$ cat src/rtl/arm_cond_flag_unit_pkg.sv
`default_nettype none
// ============================================================================
// Module   : arm_pkg
// Brief    : Shared constants for the ARM flag/condition logic: condition
//            codes, NZCV bit positions and the condition FSM state type.
// Revision : 1.0 - initial release
// ============================================================================
package arm_pkg;

   localparam logic [3:0] COND_EQ = 4'h0;
   localparam logic [3:0] COND_NE = 4'h1;
   localparam logic [3:0] COND_CS = 4'h2;
   localparam logic [3:0] COND_CC = 4'h3;
   localparam logic [3:0] COND_MI = 4'h4;
   localparam logic [3:0] COND_PL = 4'h5;
   localparam logic [3:0] COND_VS = 4'h6;
   localparam logic [3:0] COND_VC = 4'h7;
   localparam logic [3:0] COND_HI = 4'h8;
   localparam logic [3:0] COND_LS = 4'h9;
   localparam logic [3:0] COND_GE = 4'hA;
   localparam logic [3:0] COND_LT = 4'hB;
   localparam logic [3:0] COND_GT = 4'hC;
   localparam logic [3:0] COND_LE = 4'hD;
   localparam logic [3:0] COND_AL = 4'hE;
   localparam logic [3:0] COND_NV = 4'hF;

   localparam int N_BIT = 3;
   localparam int Z_BIT = 2;
   localparam int C_BIT = 1;
   localparam int V_BIT = 0;

   typedef enum logic [0:0] {
      ST_IDLE = 1'b0,
      ST_WAIT = 1'b1
   } cond_state_t;

endpackage
`default_nettype wire

$ cat src/rtl/arm_cond_flag_unit_if.sv
`default_nettype none
// ============================================================================
// Module   : arm_cond_flag_unit_if
// Brief    : Decode/ALU/MSR-facing signal bundle of the flag unit. The
//            master side drives requests and retires; the slave side is the
//            flag unit itself.
// Revision : 1.0 - initial release
// ============================================================================
interface arm_cond_flag_unit_if;

   logic       issue_s;
   logic       issue_stall;
   logic       alu_valid;
   logic       alu_s;
   logic       alu_nf;
   logic       alu_zf;
   logic       alu_cf;
   logic       alu_vf;
   logic       msr_we;
   logic [3:0] msr_nzcv;
   logic       cond_valid;
   logic [3:0] cond;
   logic       cond_stall;
   logic       cond_rdy;
   logic       cond_pass;
   logic [3:0] nzcv;
   logic       cin;

   modport master (
      output issue_s, alu_valid, alu_s, alu_nf, alu_zf, alu_cf, alu_vf,
             msr_we, msr_nzcv, cond_valid, cond,
      input  issue_stall, cond_stall, cond_rdy, cond_pass, nzcv, cin
   );

   modport slave (
      input  issue_s, alu_valid, alu_s, alu_nf, alu_zf, alu_cf, alu_vf,
             msr_we, msr_nzcv, cond_valid, cond,
      output issue_stall, cond_stall, cond_rdy, cond_pass, nzcv, cin
   );

endinterface
`default_nettype wire

$ cat src/rtl/arm_cond_eval.sv
`default_nettype none
// ============================================================================
// Module   : arm_cond_eval
// Brief    : Purely combinational ARM condition-field evaluator,
//            (cond, nzcv) -> pass. Shared with the branch unit.
// Revision : 1.0 - initial release
// ============================================================================
module arm_cond_eval
   import arm_pkg::*;
(
   input  logic [3:0] i_cond,
   input  logic [3:0] i_nzcv,
   output logic       o_pass
);

   logic w_n, w_z, w_c, w_v;

   assign w_n = i_nzcv[N_BIT];
   assign w_z = i_nzcv[Z_BIT];
   assign w_c = i_nzcv[C_BIT];
   assign w_v = i_nzcv[V_BIT];

   // Decode the 16 ARM condition codes against the supplied flags
   always_comb begin
      o_pass = 1'b0;
      case (i_cond)
         COND_EQ: o_pass = w_z;
         COND_NE: o_pass = ~w_z;
         COND_CS: o_pass = w_c;
         COND_CC: o_pass = ~w_c;
         COND_MI: o_pass = w_n;
         COND_PL: o_pass = ~w_n;
         COND_VS: o_pass = w_v;
         COND_VC: o_pass = ~w_v;
         COND_HI: o_pass = w_c & ~w_z;
         COND_LS: o_pass = ~w_c | w_z;
         COND_GE: o_pass = (w_n == w_v);
         COND_LT: o_pass = (w_n != w_v);
         COND_GT: o_pass = ~w_z & (w_n == w_v);
         COND_LE: o_pass = w_z | (w_n != w_v);
         COND_AL: o_pass = 1'b1;
         COND_NV: o_pass = 1'b0;
         default: o_pass = 1'b0;
      endcase
   end

endmodule
`default_nettype wire

$ cat src/rtl/arm_cond_flag_unit.sv
`default_nettype none
// ============================================================================
// Module   : arm_cond_flag_unit
// Brief    : Architectural NZCV register, in-flight flag-setter counter and
//            condition evaluation with stall-until-flags-settle behaviour.
//            Optional macro ARM_FLAG_FWD_EN forwards the incoming ALU/MSR
//            flags into condition evaluation, saving one cycle of latency.
// Revision : 1.0 - initial release
// ============================================================================
module arm_cond_flag_unit
   import arm_pkg::*;
#(
   parameter int MAX_PEND = 2,
   parameter int PEND_W   = 2
)(
   input  wire logic           clk,
   input  wire logic           reset,
   arm_cond_flag_unit_if.slave flag_if
);

   logic [3:0]        r_nzcv;
   logic [PEND_W-1:0] r_pend;
   cond_state_t       r_state;
   logic [3:0]        r_cond;
   logic              r_stall;
   logic              r_rdy;
   logic              r_pass;

   logic              w_flag_alu;
   logic [3:0]        w_nzcv_next;
   logic              w_issue_stall;
   logic              w_inc;
   logic              w_dec;
   logic [PEND_W-1:0] w_pend_next;
   logic              w_always;
   logic [3:0]        w_eval_cond;
   logic [3:0]        w_eval_nzcv;
   logic              w_idle_go;
   logic              w_wait_go;
   logic              w_pass;

   assign w_flag_alu    = flag_if.alu_valid & flag_if.alu_s;
   // MSR write wins over a simultaneous ALU flag retire
   assign w_nzcv_next   = flag_if.msr_we ? flag_if.msr_nzcv :
                          w_flag_alu     ? {flag_if.alu_nf, flag_if.alu_zf,
                                            flag_if.alu_cf, flag_if.alu_vf} :
                                           r_nzcv;
   assign w_issue_stall = (r_pend == PEND_W'(MAX_PEND));
   assign w_inc         = flag_if.issue_s & ~w_issue_stall;
   // A retire with nothing pending must not wrap the counter
   assign w_dec         = w_flag_alu & (r_pend != '0);

   // Next pending count: simultaneous increment and decrement cancel
   always_comb begin
      w_pend_next = r_pend;
      if (w_inc & ~w_dec)
         w_pend_next = r_pend + PEND_W'(1);
      else if (w_dec & ~w_inc)
         w_pend_next = r_pend - PEND_W'(1);
   end

   // AL and NV never depend on flags, so they never need to wait
   assign w_always    = (flag_if.cond == COND_AL) | (flag_if.cond == COND_NV);
   assign w_eval_cond = (r_state == ST_WAIT) ? r_cond : flag_if.cond;

`ifdef ARM_FLAG_FWD_EN
   assign w_eval_nzcv = w_nzcv_next;
   assign w_idle_go   = w_always | (w_pend_next == '0);
   assign w_wait_go   = (w_pend_next == '0);
`else
   logic w_flag_wr;
   assign w_flag_wr   = flag_if.msr_we | w_flag_alu;
   assign w_eval_nzcv = r_nzcv;
   // Without forwarding, a flag write this cycle is only visible next cycle
   assign w_idle_go   = w_always | ((w_pend_next == '0) & ~w_flag_wr);
   assign w_wait_go   = (r_pend == '0);
`endif

   arm_cond_eval u_cond_eval (
      .i_cond (w_eval_cond),
      .i_nzcv (w_eval_nzcv),
      .o_pass (w_pass)
   );

   // Architectural flag register and pending flag-setter count
   always_ff @(posedge clk) begin
      if (reset) begin
         r_nzcv <= '0;
         r_pend <= '0;
      end else begin
         r_nzcv <= w_nzcv_next;
         r_pend <= w_pend_next;
      end
   end

   // Condition request FSM with registered stall/ready/pass outputs
   always_ff @(posedge clk) begin
      if (reset) begin
         r_state <= ST_IDLE;
         r_cond  <= '0;
         r_stall <= 1'b0;
         r_rdy   <= 1'b0;
         r_pass  <= 1'b0;
      end else begin
         r_rdy <= 1'b0;
         case (r_state)
            ST_IDLE: begin
               if (flag_if.cond_valid) begin
                  if (w_idle_go) begin
                     r_rdy  <= 1'b1;
                     r_pass <= w_pass;
                  end else begin
                     r_cond  <= flag_if.cond;
                     r_stall <= 1'b1;
                     r_state <= ST_WAIT;
                  end
               end
            end
            ST_WAIT: begin
               if (w_wait_go) begin
                  r_rdy   <= 1'b1;
                  r_pass  <= w_pass;
                  r_stall <= 1'b0;
                  r_state <= ST_IDLE;
               end
            end
            default: r_state <= ST_IDLE;
         endcase
      end
   end

   assign flag_if.issue_stall = w_issue_stall;
   assign flag_if.cond_stall  = r_stall;
   assign flag_if.cond_rdy    = r_rdy;
   assign flag_if.cond_pass   = r_pass;
   assign flag_if.nzcv        = r_nzcv;
   assign flag_if.cin         = r_nzcv[C_BIT];

endmodule
`default_nettype wire

$ cat src/flat_wrapper.sv
// flat-port wrapper written by rule: the top's interface ports become plain ports
module arm_cond_flag_unit_flat import arm_pkg::*;
#(
   parameter int MAX_PEND = 2,
   parameter int PEND_W   = 2
)
  (clk, reset, flag_if_issue_s, flag_if_alu_valid, flag_if_alu_s, flag_if_alu_nf, flag_if_alu_zf, flag_if_alu_cf, flag_if_alu_vf, flag_if_msr_we, flag_if_msr_nzcv, flag_if_cond_valid, flag_if_cond, flag_if_issue_stall, flag_if_cond_stall, flag_if_cond_rdy, flag_if_cond_pass, flag_if_nzcv, flag_if_cin);
  arm_cond_flag_unit_if flag_if_i ();
  input  wire logic clk;
  input  wire logic reset;
  input wire logic [$bits(flag_if_i.issue_s)-1:0] flag_if_issue_s;
  input wire logic [$bits(flag_if_i.alu_valid)-1:0] flag_if_alu_valid;
  input wire logic [$bits(flag_if_i.alu_s)-1:0] flag_if_alu_s;
  input wire logic [$bits(flag_if_i.alu_nf)-1:0] flag_if_alu_nf;
  input wire logic [$bits(flag_if_i.alu_zf)-1:0] flag_if_alu_zf;
  input wire logic [$bits(flag_if_i.alu_cf)-1:0] flag_if_alu_cf;
  input wire logic [$bits(flag_if_i.alu_vf)-1:0] flag_if_alu_vf;
  input wire logic [$bits(flag_if_i.msr_we)-1:0] flag_if_msr_we;
  input wire logic [$bits(flag_if_i.msr_nzcv)-1:0] flag_if_msr_nzcv;
  input wire logic [$bits(flag_if_i.cond_valid)-1:0] flag_if_cond_valid;
  input wire logic [$bits(flag_if_i.cond)-1:0] flag_if_cond;
  output wire logic [$bits(flag_if_i.issue_stall)-1:0] flag_if_issue_stall;
  output wire logic [$bits(flag_if_i.cond_stall)-1:0] flag_if_cond_stall;
  output wire logic [$bits(flag_if_i.cond_rdy)-1:0] flag_if_cond_rdy;
  output wire logic [$bits(flag_if_i.cond_pass)-1:0] flag_if_cond_pass;
  output wire logic [$bits(flag_if_i.nzcv)-1:0] flag_if_nzcv;
  output wire logic [$bits(flag_if_i.cin)-1:0] flag_if_cin;
  assign flag_if_i.issue_s = flag_if_issue_s;
  assign flag_if_i.alu_valid = flag_if_alu_valid;
  assign flag_if_i.alu_s = flag_if_alu_s;
  assign flag_if_i.alu_nf = flag_if_alu_nf;
  assign flag_if_i.alu_zf = flag_if_alu_zf;
  assign flag_if_i.alu_cf = flag_if_alu_cf;
  assign flag_if_i.alu_vf = flag_if_alu_vf;
  assign flag_if_i.msr_we = flag_if_msr_we;
  assign flag_if_i.msr_nzcv = flag_if_msr_nzcv;
  assign flag_if_i.cond_valid = flag_if_cond_valid;
  assign flag_if_i.cond = flag_if_cond;
  assign flag_if_issue_stall = flag_if_i.issue_stall;
  assign flag_if_cond_stall = flag_if_i.cond_stall;
  assign flag_if_cond_rdy = flag_if_i.cond_rdy;
  assign flag_if_cond_pass = flag_if_i.cond_pass;
  assign flag_if_nzcv = flag_if_i.nzcv;
  assign flag_if_cin = flag_if_i.cin;
  arm_cond_flag_unit #(.MAX_PEND(MAX_PEND), .PEND_W(PEND_W)) u_core (.clk(clk), .reset(reset), .flag_if(flag_if_i));
endmodule
$ cat config.mk
export PLATFORM = sky130hd
export DESIGN_NAME = arm_cond_flag_unit_flat
export DESIGN_NICKNAME = d
export VERILOG_FILES = /design/src/rtl/arm_cond_flag_unit_pkg.sv /design/src/rtl/arm_cond_flag_unit_if.sv /design/src/rtl/arm_cond_eval.sv /design/src/rtl/arm_cond_flag_unit.sv /design/src/flat_wrapper.sv
export SDC_FILE = /design/constraint.sdc
export NUM_CORES = 1
export LEC_CHECK = 0
export CAP_MARGIN = 30
export CORE_MARGIN = 4
export CORE_UTILIZATION = 49
export CTS_BUF_LIST = sky130_fd_sc_hd__clkbuf_8
export DETAILED_ROUTE_END_ITERATION = 8
export GPL_ROUTABILITY_DRIVEN = 0
export PLACE_DENSITY = 0.82
export SLEW_MARGIN = 30
export SYNTH_ARGS = -nofsm -noshare
export SYNTH_HDL_FRONTEND = slang
export SYNTH_SLANG_ARGS = --single-unit
$ cat constraint.sdc
create_clock -name clk -period 2.7 [get_ports clk]
set_clock_uncertainty 0.2 [all_clocks]
set_input_delay 0.54 -clock clk [delete_from_list [all_inputs] [get_ports clk]]
set_output_delay 0.54 -clock clk [all_outputs]
set_load 0.05 [all_outputs]
==> impl_results.md, run 1 <==
* Period utilization at 92.3%
* Synth top cells by count: nor2_1, dfxtp_1, mux2i_1, inv_1, nand2_1
* Buffers inserted by post-CTS timing repair at 0
* CTS tree: yes
* Routed length on met3 at 155 um
* Ports at 28
* Top sig layer: met3
* Final setup fails at 0
* Mapped Area at 981 um2
* CP arrival at 1.75 ns
* Static Leak at 0.000514 uW
* DR iter-0 viols at 19
* Compound-Gate Fraction of Synth Area at 23.1%
* P&R area growth vs syn at 34.2%
* Sink Count at 14
* Metal-1 WL at 965 um
* Final nets at 167
* Dpl hpwl at 1720 um
* Syn nets at 140
* Hold Vio Cnt, Final at 0
* Vias at 951
* DRC errors left at 0
* H-tree levels at 1
* Synth area leader: dfxtp_1
* Crit. End Element: output pin
* RSZ-0062 raised after global routing: no
* Synth warnings at 0
* Layout cells sized above 1 at 8.28%
* CP Class: register to output pin
* GRT overflow at 0
* DRT Pass-1 Iters at 4
* Avg Synthesized Cell Area at 8.24 um2
* Maxcap violations at 0
* Clock root cell: clkbuf_8
* HP Class: register to register
* Cell Pwr Density at 680 mW/mm2
* Syn Inst Count at 119
* Fmax at 401 MHz
* Slew Viols, Final at 0
* First-pass GRT wire length at 3730 um
* Via count of the first global-routing pass at 906
* Worst path cell trace: inv_1 > ha_1 > clkdlybuf4s50_1
* VDD IR max at 0.441 mV
* Antenna viol nets, final at 0
* Setup TNS at 0 ns
* Clock Latency Late Sink at 0.24 ns
* PostCTS Resize Cnt at 0
* Cell variety after synth at 36
* Highest-delay cell along the critical path: clkdlybuf4s50_1
* DP Cell Count at 166
* CP required at 1.96 ns
* Worst setup startpoint: u_core.r_pend[0]$_SDFF_PP0_
* Synthesis-stage register bit count at 14
* Die ar. at 0.00278 mm2
* Core footprint at 0.00180 mm2
* Rel. slew slack at 55.2%
* Post-route setup slack at 0.207 ns
* Status: complete, no violations
* Std cell rows at 15
* Initial Util at 54.4%
* Adder-cell share of the synthesized area at 2.55%
* Seq/Total Area, Yosys at 28.6%
* Critical hold path startpoint: u_core.flag_if.cond_stall$_SDFFE_PP0P_
* Async SR Flop Fraction at 0%
* Synth top area share at 28.6%
* R2R Path Start: u_core.r_pend[0]$_SDFF_PP0_
* Top FF cell, synth: dfxtp_1
* Setup WS pre-CTS at 0.0477 ns
* Finished Layout Cells at 170
* Xor-xnor portion of the synthesized cell area at 1.79%
* N_diodes at 0
* Max FO, Critical Path at 5
* Hold buffer count at CTS at 0
* Largest net degree at the start of global routing at 21
* Number of fill cells at 152
* Chip height at 52.7 um
* Longest Clk Path Bufs at 2
* Die W at 52.7 um
* Total CTS buffers at 3
* Initial antenna violation count at 0
* GRT Overall Usage at 18.1%
* Largest family of logic cells by synthesized area: compound AO/OA/AOI/OAI gates
* Post-synth EDFFs at 0
* Vias per cell at 5.59
* Wire per inst at 13.2 um
* Post-synthesis simple-gate area fraction at 22.8%
* Startpoint class of the critical path: register
* Port bufs at 27
* Post-synthesis mux area share at 15.6%
* Worst-margin pin slew at 0.671 ns
* Post-Route WL at 2250 um
* Synth area leaders: dfxtp_1, mux2i_1, nor2_1
* Most instantiated library cell after synthesis: nor2_1
* Worst hold slack at 0.299 ns
* Clock transition at path regs at 0.06 ns
* Met2 WL post-DR at 1130 um
* Crit-path max cell delay at 0.83 ns
* Minimum clock period at 2.49 ns
[per-stage QoR]
| step | cell area (um2) | utilization, % | total power [uW] |
|---|---|---|---|
| after global placement | 1260 | 70.0 | 678 |
| final | 1320 | 73.1 | 895 |
| after CTS | 1320 | 73.1 | 898 |
| after global routing | 1320 | 73.1 | 958 |
| after floorplan | 981 | - | 581 |
| after detailed placement | 1260 | 70.0 | 690 |
[worst max-delay path: cells and delay by family, from the launching register on]
kind,cells,cell delay (ns)
adder cells (fa/ha/maj),1,0.22
buffers and inverters,2,0.94
flip-flops,1,0.35
[logic make-up after synthesis]
group                    Yosys count
AND/OR/NAND/NOR                   42
AO/OA/AOI/OAI                     31
multiplexers                      15
flip-flops                        14
buffers and inverters             13
XOR/XNOR                           2
adder cells (fa/ha/maj)            2
[cell usage in the layout, fill, tap and decap left out, types with 3 or more instances in the layout]
cell	Yosys	layout
nand3_1	3	3
clkbuf_8	0	4
a211oi_1	6	6
mux2i_1	13	13
nand2_1	7	7
inv_1	7	7
clkdlybuf4s50_1	0	27
a21oi_1	6	6
dfxtp_1	14	14
o21ai_0	5	5
nor2_1	16	16
nor3_1	3	3
[final cells by class]
type | instances | area [um2] | share of cell area [%]
tap | 25 | 31.3 | 2.38
timing repair buffer | 28 | 278 | 21.1
sequential | 14 | 280 | 21.3
inverter | 7 | 26.3 | 2.00
clock buffer | 4 | 55.1 | 4.18
multi-input combinational | 92 | 646 | 49.0
[where the power goes]
group / switching, uW / internal [uW] / leakage [uW] / total, uW
clock network: 76.6 / 129 / 0.0000288 / 206
logic: 217 / 182 / 0.000369 / 399
registers: 48.6 / 241 / 0.000116 / 290
[path summary, 6_finish.rpt]
check / endpoint / slack, ns / cells after the start
setup / recovery: flag_if_issue_stall / 0.21 / 3
hold reg to reg: u_core.flag_if.cond_stall$_SDFFE_PP0P_ / 0.30 / 2
hold / removal: u_core.flag_if.cond_stall$_SDFFE_PP0P_ / 0.30 / 2
setup reg to reg: u_core.r_cond[3]$_SDFFE_PP0P_ / 0.31 / 8
[layer usage]
metal	vias to the layer above	GRT usage [%]
met4	0	2.13
met5	-	0
met3	0	5.13
met1	434	20.1
met2	34	34.3
li1	483	-
[sequential cells by signal, indices dropped and copies added, names as in the netlist]
| signal | count |
|---|---|
| u_core.flag_if.nzcv | 4 |
| u_core.r_cond | 4 |
| u_core.r_pend | 2 |
| u_core.flag_if.cond_pass | 1 |
| u_core.flag_if.cond_rdy | 1 |
| u_core.flag_if.cond_stall | 1 |
| u_core.r_state | 1 |
No activity file was read; power rests on OpenSTA's default activity.
==> run 2, diff against run 1 <==
--- a/config.mk
+++ b/config.mk
@@ -7,12 +7,13 @@
 export LEC_CHECK = 0
 export CAP_MARGIN = 30
 export CORE_MARGIN = 4
-export CORE_UTILIZATION = 49
+export CORE_UTILIZATION = 48
 export CTS_BUF_LIST = sky130_fd_sc_hd__clkbuf_8
 export DETAILED_ROUTE_END_ITERATION = 8
 export GPL_ROUTABILITY_DRIVEN = 0
-export PLACE_DENSITY = 0.82
+export PLACE_DENSITY = 0.81
 export SLEW_MARGIN = 30
 export SYNTH_ARGS = -nofsm -noshare
 export SYNTH_HDL_FRONTEND = slang
+export SYNTH_HIERARCHICAL = 1
 export SYNTH_SLANG_ARGS = --single-unit
==> impl_results.md, run 2 <==
* Status: complete, no violations
* Largest net degree at the start of global routing at 20 (-4.8%)
* Vias at 817 (-14%)
* Power Total at 1040 uW (+16%)
* Buffers inserted by post-CTS timing repair at 0 (unchanged)
* Synthesis-stage register bit count at 14 (unchanged)
* Via count of the first global-routing pass at 832 (-8.2%)
* Top FF cell, synth: dfxtp_1
* DRC errors left at 0 (unchanged)
* Synth area leaders: dfxtp_1, mux2i_1, nand2b_1
* Layout cells sized above 1 at 10.9% (+2.7 points)
* Most instantiated library cell after synthesis: dfxtp_1
* Clock transition at path regs at 0.06 ns (about the same)
* VDD IR max at 0.523 mV (+19%)
* Worst-margin pin slew at 0.564 ns (-0.107 ns)
* Fmax at 411 MHz (+2.5%)
* Ports at 28 (unchanged)
* Highest-delay cell along the critical path: clkdlybuf4s50_1
* Cell Pwr Density at 816 mW/mm2 (+20%)
* Most frequent cells in the layout: clkdlybuf4s50_1, dfxtp_1, nand2b_1
* DP Cell Count at 149 (-10%)
* CP Class: register to output pin
* Initial Util at 52.8% (-1.7 points)
* Syn nets at 125 (-11%)
* PostCTS Resize Cnt at 0 (unchanged)
* Max FO, Critical Path at 4 (-1)
* Critical path buffers and inverters at 1 (-1)
* Minimum clock period at 2.43 ns (-0.0610 ns)
* Setup WS pre-CTS at 0.0914 ns (+0.0438 ns)
* Post-synth EDFFs at 0 (unchanged)
* Slew Viols, Final at 0 (unchanged)
* Crit. End Element: output pin
* Top delay family on crit path: buffers and inverters
* Avg Synthesized Cell Area at 9.14 um2 (+11%)
* Port bufs at 27 (unchanged)
* Mapped Area at 951 um2 (-3.1%)
* Total CTS buffers at 3 (unchanged)
* RSZ-0062 raised after global routing: no
* Post-Route WL at 2120 um (-5.8%)
* Seq/Total Area, Yosys at 29.5% (+0.90 points)
* Setup TNS at 0 ns (unchanged)
* R2R Setup Slk at 0.45 ns (+0.14 ns)
* Static Leak at 0.000507 uW (-1.4%)
* Maxcap violations at 0 (unchanged)
* Die ar. at 0.00276 mm2 (-0.87%)
* Crit-path max cell delay at 0.82 ns (about the same)
* Clock root cell: clkbuf_8
* Initial antenna violation count at 0 (unchanged)
* Antenna viol nets, final at 0 (unchanged)
* Reg-to-reg endpoint: u_core/flag_if.cond_pass$_SDFFE_PP0P_
* Final setup fails at 0 (unchanged)
* Async SR Flop Fraction at 0% (unchanged)
* Most common cell after layout, fill and taps aside: clkdlybuf4s50_1
* Critical path depth at 2 (-1)
* HP Class: register to register
* Die W at 52.5 um (-0.44%)
* First-pass GRT wire length at 3680 um (-1.5%)
* Synth warnings at 6 (+6)
* Hold Vio Cnt, Final at 0 (unchanged)
* Worst setup startpoint: u_core/r_pend[1]$_SDFF_PP0_
* Cell variety after synth at 37 (+2.8%)
* Dpl hpwl at 1600 um (-6.8%)
* CP required at 1.96 ns (about the same)
* Wire per inst at 13.8 um (+4.7%)
* Synth top cells by count: dfxtp_1, nand2b_1, mux2i_1, nor2_1
* R2R depth at 8 (unchanged)
* Core footprint at 0.00180 mm2 (unchanged)
* Worst path cell trace: ha_1 > clkdlybuf4s50_1
* N_diodes at 0 (unchanged)
* Synth top area share at 29.5% (+0.90 points)
* Longest Clk Path Bufs at 2 (unchanged)
* R2R Path Start: u_core/r_state$_SDFF_PP0_
* Post-route setup slack at 0.268 ns (+0.0610 ns)
* Hold buffer count at CTS at 0 (unchanged)
* Finished Layout Cells at 153 (-10%)
* DRT Pass-1 Iters at 4 (unchanged)
* CTS tree: yes
* Post-route core utilization at 70.7% (-2.4 points)
* CP arrival at 1.69 ns (-0.06 ns)
* GRT Overall Usage at 18.0% (-0.071 points)
* Synth area leader: dfxtp_1
* DR iter-0 viols at 3 (-16)
* H-tree levels at 1 (unchanged)
* Final nets at 150 (-10%)
* Crit path capture: flag_if_issue_stall
* Startpoint class of the critical path: register
* Chip height at 52.5 um (-0.44%)
* Period utilization at 90.1% (-2.3 points)
* Sink Count at 14 (unchanged)
* Std cell rows at 15 (unchanged)
* P&R area growth vs syn at 33.9%
* GRT overflow at 0 (unchanged)
* Rel. slew slack at 62.3% (+7.1 points)
* Vias per cell at 5.34 (-4.5%)
* Clock Latency Late Sink at 0.25 ns (about the same)
* Syn Inst Count at 104 (-13%)
* Number of fill cells at 155 (+2.0%)
==> run 2: changes by cell type after synthesis, sizes merged, moves of 3 or more <==
cell,before,now
nand2b,2,13
nor2,16,9
nand2,7,2
o21ai,6,1
buf,3,6
inv,7,4
nand3,3,0
xor2,0,3
==> run 2: worst min-delay path, cell delays in order (launching register included) <==
cell	delay, ns
dfxtp_1	0.32
nand2_1	0.06
a21oi_1	0.06
==> run 2: logic make-up after synthesis <==
group / share of synthesized area [%]
AOI/OAI and AO/OA: 16.1
adders and majority gates: 5.00
muxes: 17.6
and+or+nand+nor: 20.4
xor gates and xnor gates: 5.53
DFF: 29.5
buffers and inverters: 5.92
==> run 2: layout make-up <==
type / instances / area (um2) / share of cell area (%)
Multi-Input combinational cell: 78 / 614 / 48.2
Clock buffer: 4 / 55.1 / 4.32
Timing Repair Buffer: 28 / 278 / 21.8
Tap cell: 25 / 31.3 / 2.46
Inverter: 4 / 15.0 / 1.18
Sequential cell: 14 / 280 / 22.0
==> run 2: power breakdown <==
group	switching, uW	internal, uW	leakage [uW]
combinational	287	256	0.000362
clock	77.3	129	0.0000288
sequential	39.9	250	0.000116
==> run 2: worst min path at each step <==
stage | slack (ns) | startpoint | cells past startpoint | end
2_1_floorplan | 0.25 | u_core/r_cond[0]$_SDFFE_PP0P_ | 2 | u_core/r_cond[0]$_SDFFE_PP0P_
3_3_place_gp | 0.24 | u_core/flag_if.cond_stall$_SDFFE_PP0P_ | 2 | u_core/flag_if.cond_stall$_SDFFE_PP0P_
3_5_place_dp | 0.27 | u_core/flag_if.cond_stall$_SDFFE_PP0P_ | 2 | u_core/flag_if.cond_stall$_SDFFE_PP0P_
4_1_cts | 0.27 | u_core/flag_if.cond_stall$_SDFFE_PP0P_ | 2 | u_core/flag_if.cond_stall$_SDFFE_PP0P_
5_1_grt | 0.31 | u_core/r_cond[0]$_SDFFE_PP0P_ | 2 | u_core/r_cond[0]$_SDFFE_PP0P_
6_report | 0.28 | u_core/flag_if.cond_stall$_SDFFE_PP0P_ | 2 | u_core/flag_if.cond_stall$_SDFFE_PP0P_
==> run 2: layer usage <==
layer,global-route usage (%),vias to the layer above,share of wire [%]
met5,0,-,0
met4,6.38,0,0.66
met1,20.3,380,42
met2,32.4,26,52
li1,-,409,-
met3,4.27,2,4.5
==> run 2: metrics by stage <==
step | hold slack, ns | cell area (um2)
6_report | 0.278 | 1270
5_1_grt | 0.305 | 1270
4_1_cts | 0.275 | 1270
3_5_place_dp | 0.267 | 1220
3_3_place_gp | 0.244 | 1220
2_1_floorplan | 0.245 | 951
==> run 3, diff against run 2 <==
--- a/config.mk
+++ b/config.mk
@@ -12,6 +12,7 @@
 export DETAILED_ROUTE_END_ITERATION = 8
 export GPL_ROUTABILITY_DRIVEN = 0
 export PLACE_DENSITY = 0.81
+export RECOVER_POWER = 50
 export SLEW_MARGIN = 30
 export SYNTH_ARGS = -nofsm -noshare
 export SYNTH_HDL_FRONTEND = slang
==> impl_results.md, run 3 (same netlist as run 2, synthesis figures left out) <==
* Cell Pwr Density at 788 mW/mm2 (-3.4%)
* DRC errors left at 0 (unchanged)
* VDD IR max at 0.478 mV (-8.6%)
* Final setup fails at 0 (unchanged)
* Startpoint class of the critical path: primary input
* NetSw at 388 uW (-3.9%)
* Status: complete, no violations
* Final nets at 150 (unchanged)
* DR iter-0 viols at 6 (+3)
* RSZ-0062 raised after global routing: no
* Placed cell areas at 0.00122 mm2 (unchanged)
* Dpl hpwl at 1600 um (unchanged)
* GRT overflow at 0 (unchanged)
* Std cell rows at 15 (unchanged)
* Highest-delay cell along the critical path: dlygate4sd3_1
* First-pass GRT wire length at 3680 um (unchanged)
* R2R Setup Slk at 0.29 ns (-0.16 ns)
* CP required at 2.62 ns (+0.66 ns)
* Port bufs at 27 (unchanged)
* Fmax at 397 MHz (-3.5%)
* DP Cell Count at 149 (unchanged)
* CTS tree: yes
* Top delay family on crit path: multiplexers
* Vias at 811 (-0.73%)
* Rel. slew slack at 62.3% (about the same)
* H-tree levels at 1 (unchanged)
* Reg-to-reg endpoint: u_core/flag_if.cond_pass$_SDFFE_PP0P_
* Critical path depth at 6 (+4)
* PostCTS Resize Cnt at 0 (unchanged)
* Static Leak at 0.000515 uW (+1.6%)
* Clock power share at 20.8% (+0.9 points)
* Clock transition at path regs at 0.06 ns (about the same)
* Hold Vio Cnt, Final at 0 (unchanged)
* Setup WS pre-CTS at 0.0914 ns (unchanged)
* Number of fill cells at 157 (+1.3%)
* Antenna viol nets, final at 0 (unchanged)
* Ports at 28 (unchanged)
* Crit-path max cell delay at 0.55 ns (-0.27 ns)
* Hold buffer count at CTS at 0 (unchanged)
* Total CTS buffers at 3 (unchanged)
* Die W at 52.5 um (unchanged)
* Wire per inst at 13.8 um (-0.47%)
* Crit. End Element: register
* Reg power frac at 29.1% (+1.2 points)
* Worst path cell trace: dlygate4sd3_1 > and2b_1 > maj3_2 > mux2i_1 > a31oi_1 > mux2i_1
* Layout cells sized above 1 at 10.2% (-0.78 points)
* Switching part of the total power at 39.1% (+0.19 points)
* R2R depth at 7 (-1)
* GRT Overall Usage at 18.0% (unchanged)
* Initial Util at 52.8% (unchanged)
* Total internal power at 606 uW (-4.6%)
* Post-route setup slack at 0.179 ns (-0.0894 ns)
* Clock Latency Late Sink at 0.25 ns (about the same)
* Critical path buffers and inverters at 1 (unchanged)
* Buffers inserted by post-CTS timing repair at 0 (unchanged)
* Hold path depth at 2 (unchanged)
* Most frequent cells in the layout: clkdlybuf4s50_1, dfxtp_1, nand2b_1
* DRT Pass-1 Iters at 4 (unchanged)
* Maxcap violations at 0 (unchanged)
* R2R Path Start: u_core/r_pend[1]$_SDFF_PP0_
* HP Class: register to register
* CP arrival at 2.44 ns (+0.75 ns)
* Setup TNS at 0 ns (unchanged)
* Via count of the first global-routing pass at 832 (unchanged)
* Longest Clk Path Bufs at 2 (unchanged)
* Post-Route WL at 2110 um (-0.47%)
* Sink Count at 14 (unchanged)
* Fin area at 0.00126 mm2 (-0.98%)
* Initial antenna violation count at 0 (unchanged)
* Vias per cell at 5.30 (-0.73%)
* Most common cell after layout, fill and taps aside: clkdlybuf4s50_1
* Post-route core utilization at 70.0% (-0.69 points)
* Worst path most repeated cell: mux2i_1
* Chip height at 52.5 um (unchanged)
* CP Class: primary input to register
* Largest net degree at the start of global routing at 20 (unchanged)
* Core footprint at 0.00180 mm2 (unchanged)
* Finished Layout Cells at 153 (unchanged)
* Clock root cell: clkbuf_8
* P&R area growth vs syn at 32.6%
* Worst-margin pin slew at 0.564 ns (+0.000642 ns)
* Slew Viols, Final at 0 (unchanged)
* Critical hold path startpoint: u_core/flag_if.cond_stall$_SDFFE_PP0P_
* Hold endpoint: u_core/flag_if.cond_stall$_SDFFE_PP0P_
* N_diodes at 0 (unchanged)
* Minimum clock period at 2.52 ns (+0.0894 ns)
* Period utilization at 93.4% (+3.3 points)
* Max FO, Critical Path at 4 (unchanged)
* Combinational power share at 50.1% (-2.1 points)
* Die ar. at 0.00276 mm2 (unchanged)
==> run 3: per-layer routing <==
metal  up-vias  wire length (um)  track usage (%)
met4         0                14             6.38
met2        22              1110             32.4
met3         2                91             4.27
met5         -                 0                0
met1       376               890             20.3
li1        411                 -                -
==> run 3: how the worst max path moves through the flow <==
stage | to | slack (ns) | from
floorplan | u_core/flag_if.cond_pass$_SDFFE_PP0P_ | 0.47 | u_core/r_pend[1]$_SDFF_PP0_
global placement | u_core/flag_if.cond_pass$_SDFFE_PP0P_ | 0.19 | flag_if_cond[0]
detailed placement | u_core/flag_if.cond_pass$_SDFFE_PP0P_ | 0.09 | flag_if_cond[0]
CTS | flag_if_issue_stall | 0.26 | u_core/r_pend[1]$_SDFF_PP0_
global route | u_core/flag_if.cond_pass$_SDFFE_PP0P_ | 0.12 | flag_if_issue_s
finish | u_core/flag_if.cond_pass$_SDFFE_PP0P_ | 0.18 | flag_if_issue_s
==> run 3: area by class of cell <==
cell class	count	area [um2]	area share (%)
well taps	25	31.3	2.48
multi-input cells	78	602	47.7
inverters	4	15.0	1.19
clock buffers	4	55.1	4.37
flip-flops and latches	14	280	22.2
repair buffers	28	278	22.0
==> run 3: metrics by stage <==
| stage | total power, uW | hold slack (ns) |
|---|---|---|
| floorplan | 711 | 0.245 |
| global placement | 811 | 0.244 |
| detailed placement | 829 | 0.267 |
| CTS | 1040 | 0.275 |
| global route | 1050 | 0.305 |
| finish | 994 | 0.272 |
==> run 3: power by group through the flow <==
stage	combinational, uW	clock, uW	sequential (uW)
floorplan	378	0	333
finish	498	206	289
global route	536	222	295
detailed placement	536	0	293
global placement	520	0	290
CTS	544	210	290
==> run 3: worst reg2reg max path, delay by kind of cell (launching register included) <==
| family | cells | cell delay (ns) |
|---|---|---|
| flip-flops | 1 | 0.41 |
| multiplexers | 2 | 0.61 |
| buffers and inverters | 1 | 0.07 |
| AND/OR/NAND/NOR | 1 | 0.22 |
| AO/OA/AOI/OAI | 1 | 0.23 |
| adder cells (fa/ha/maj) | 2 | 0.56 |
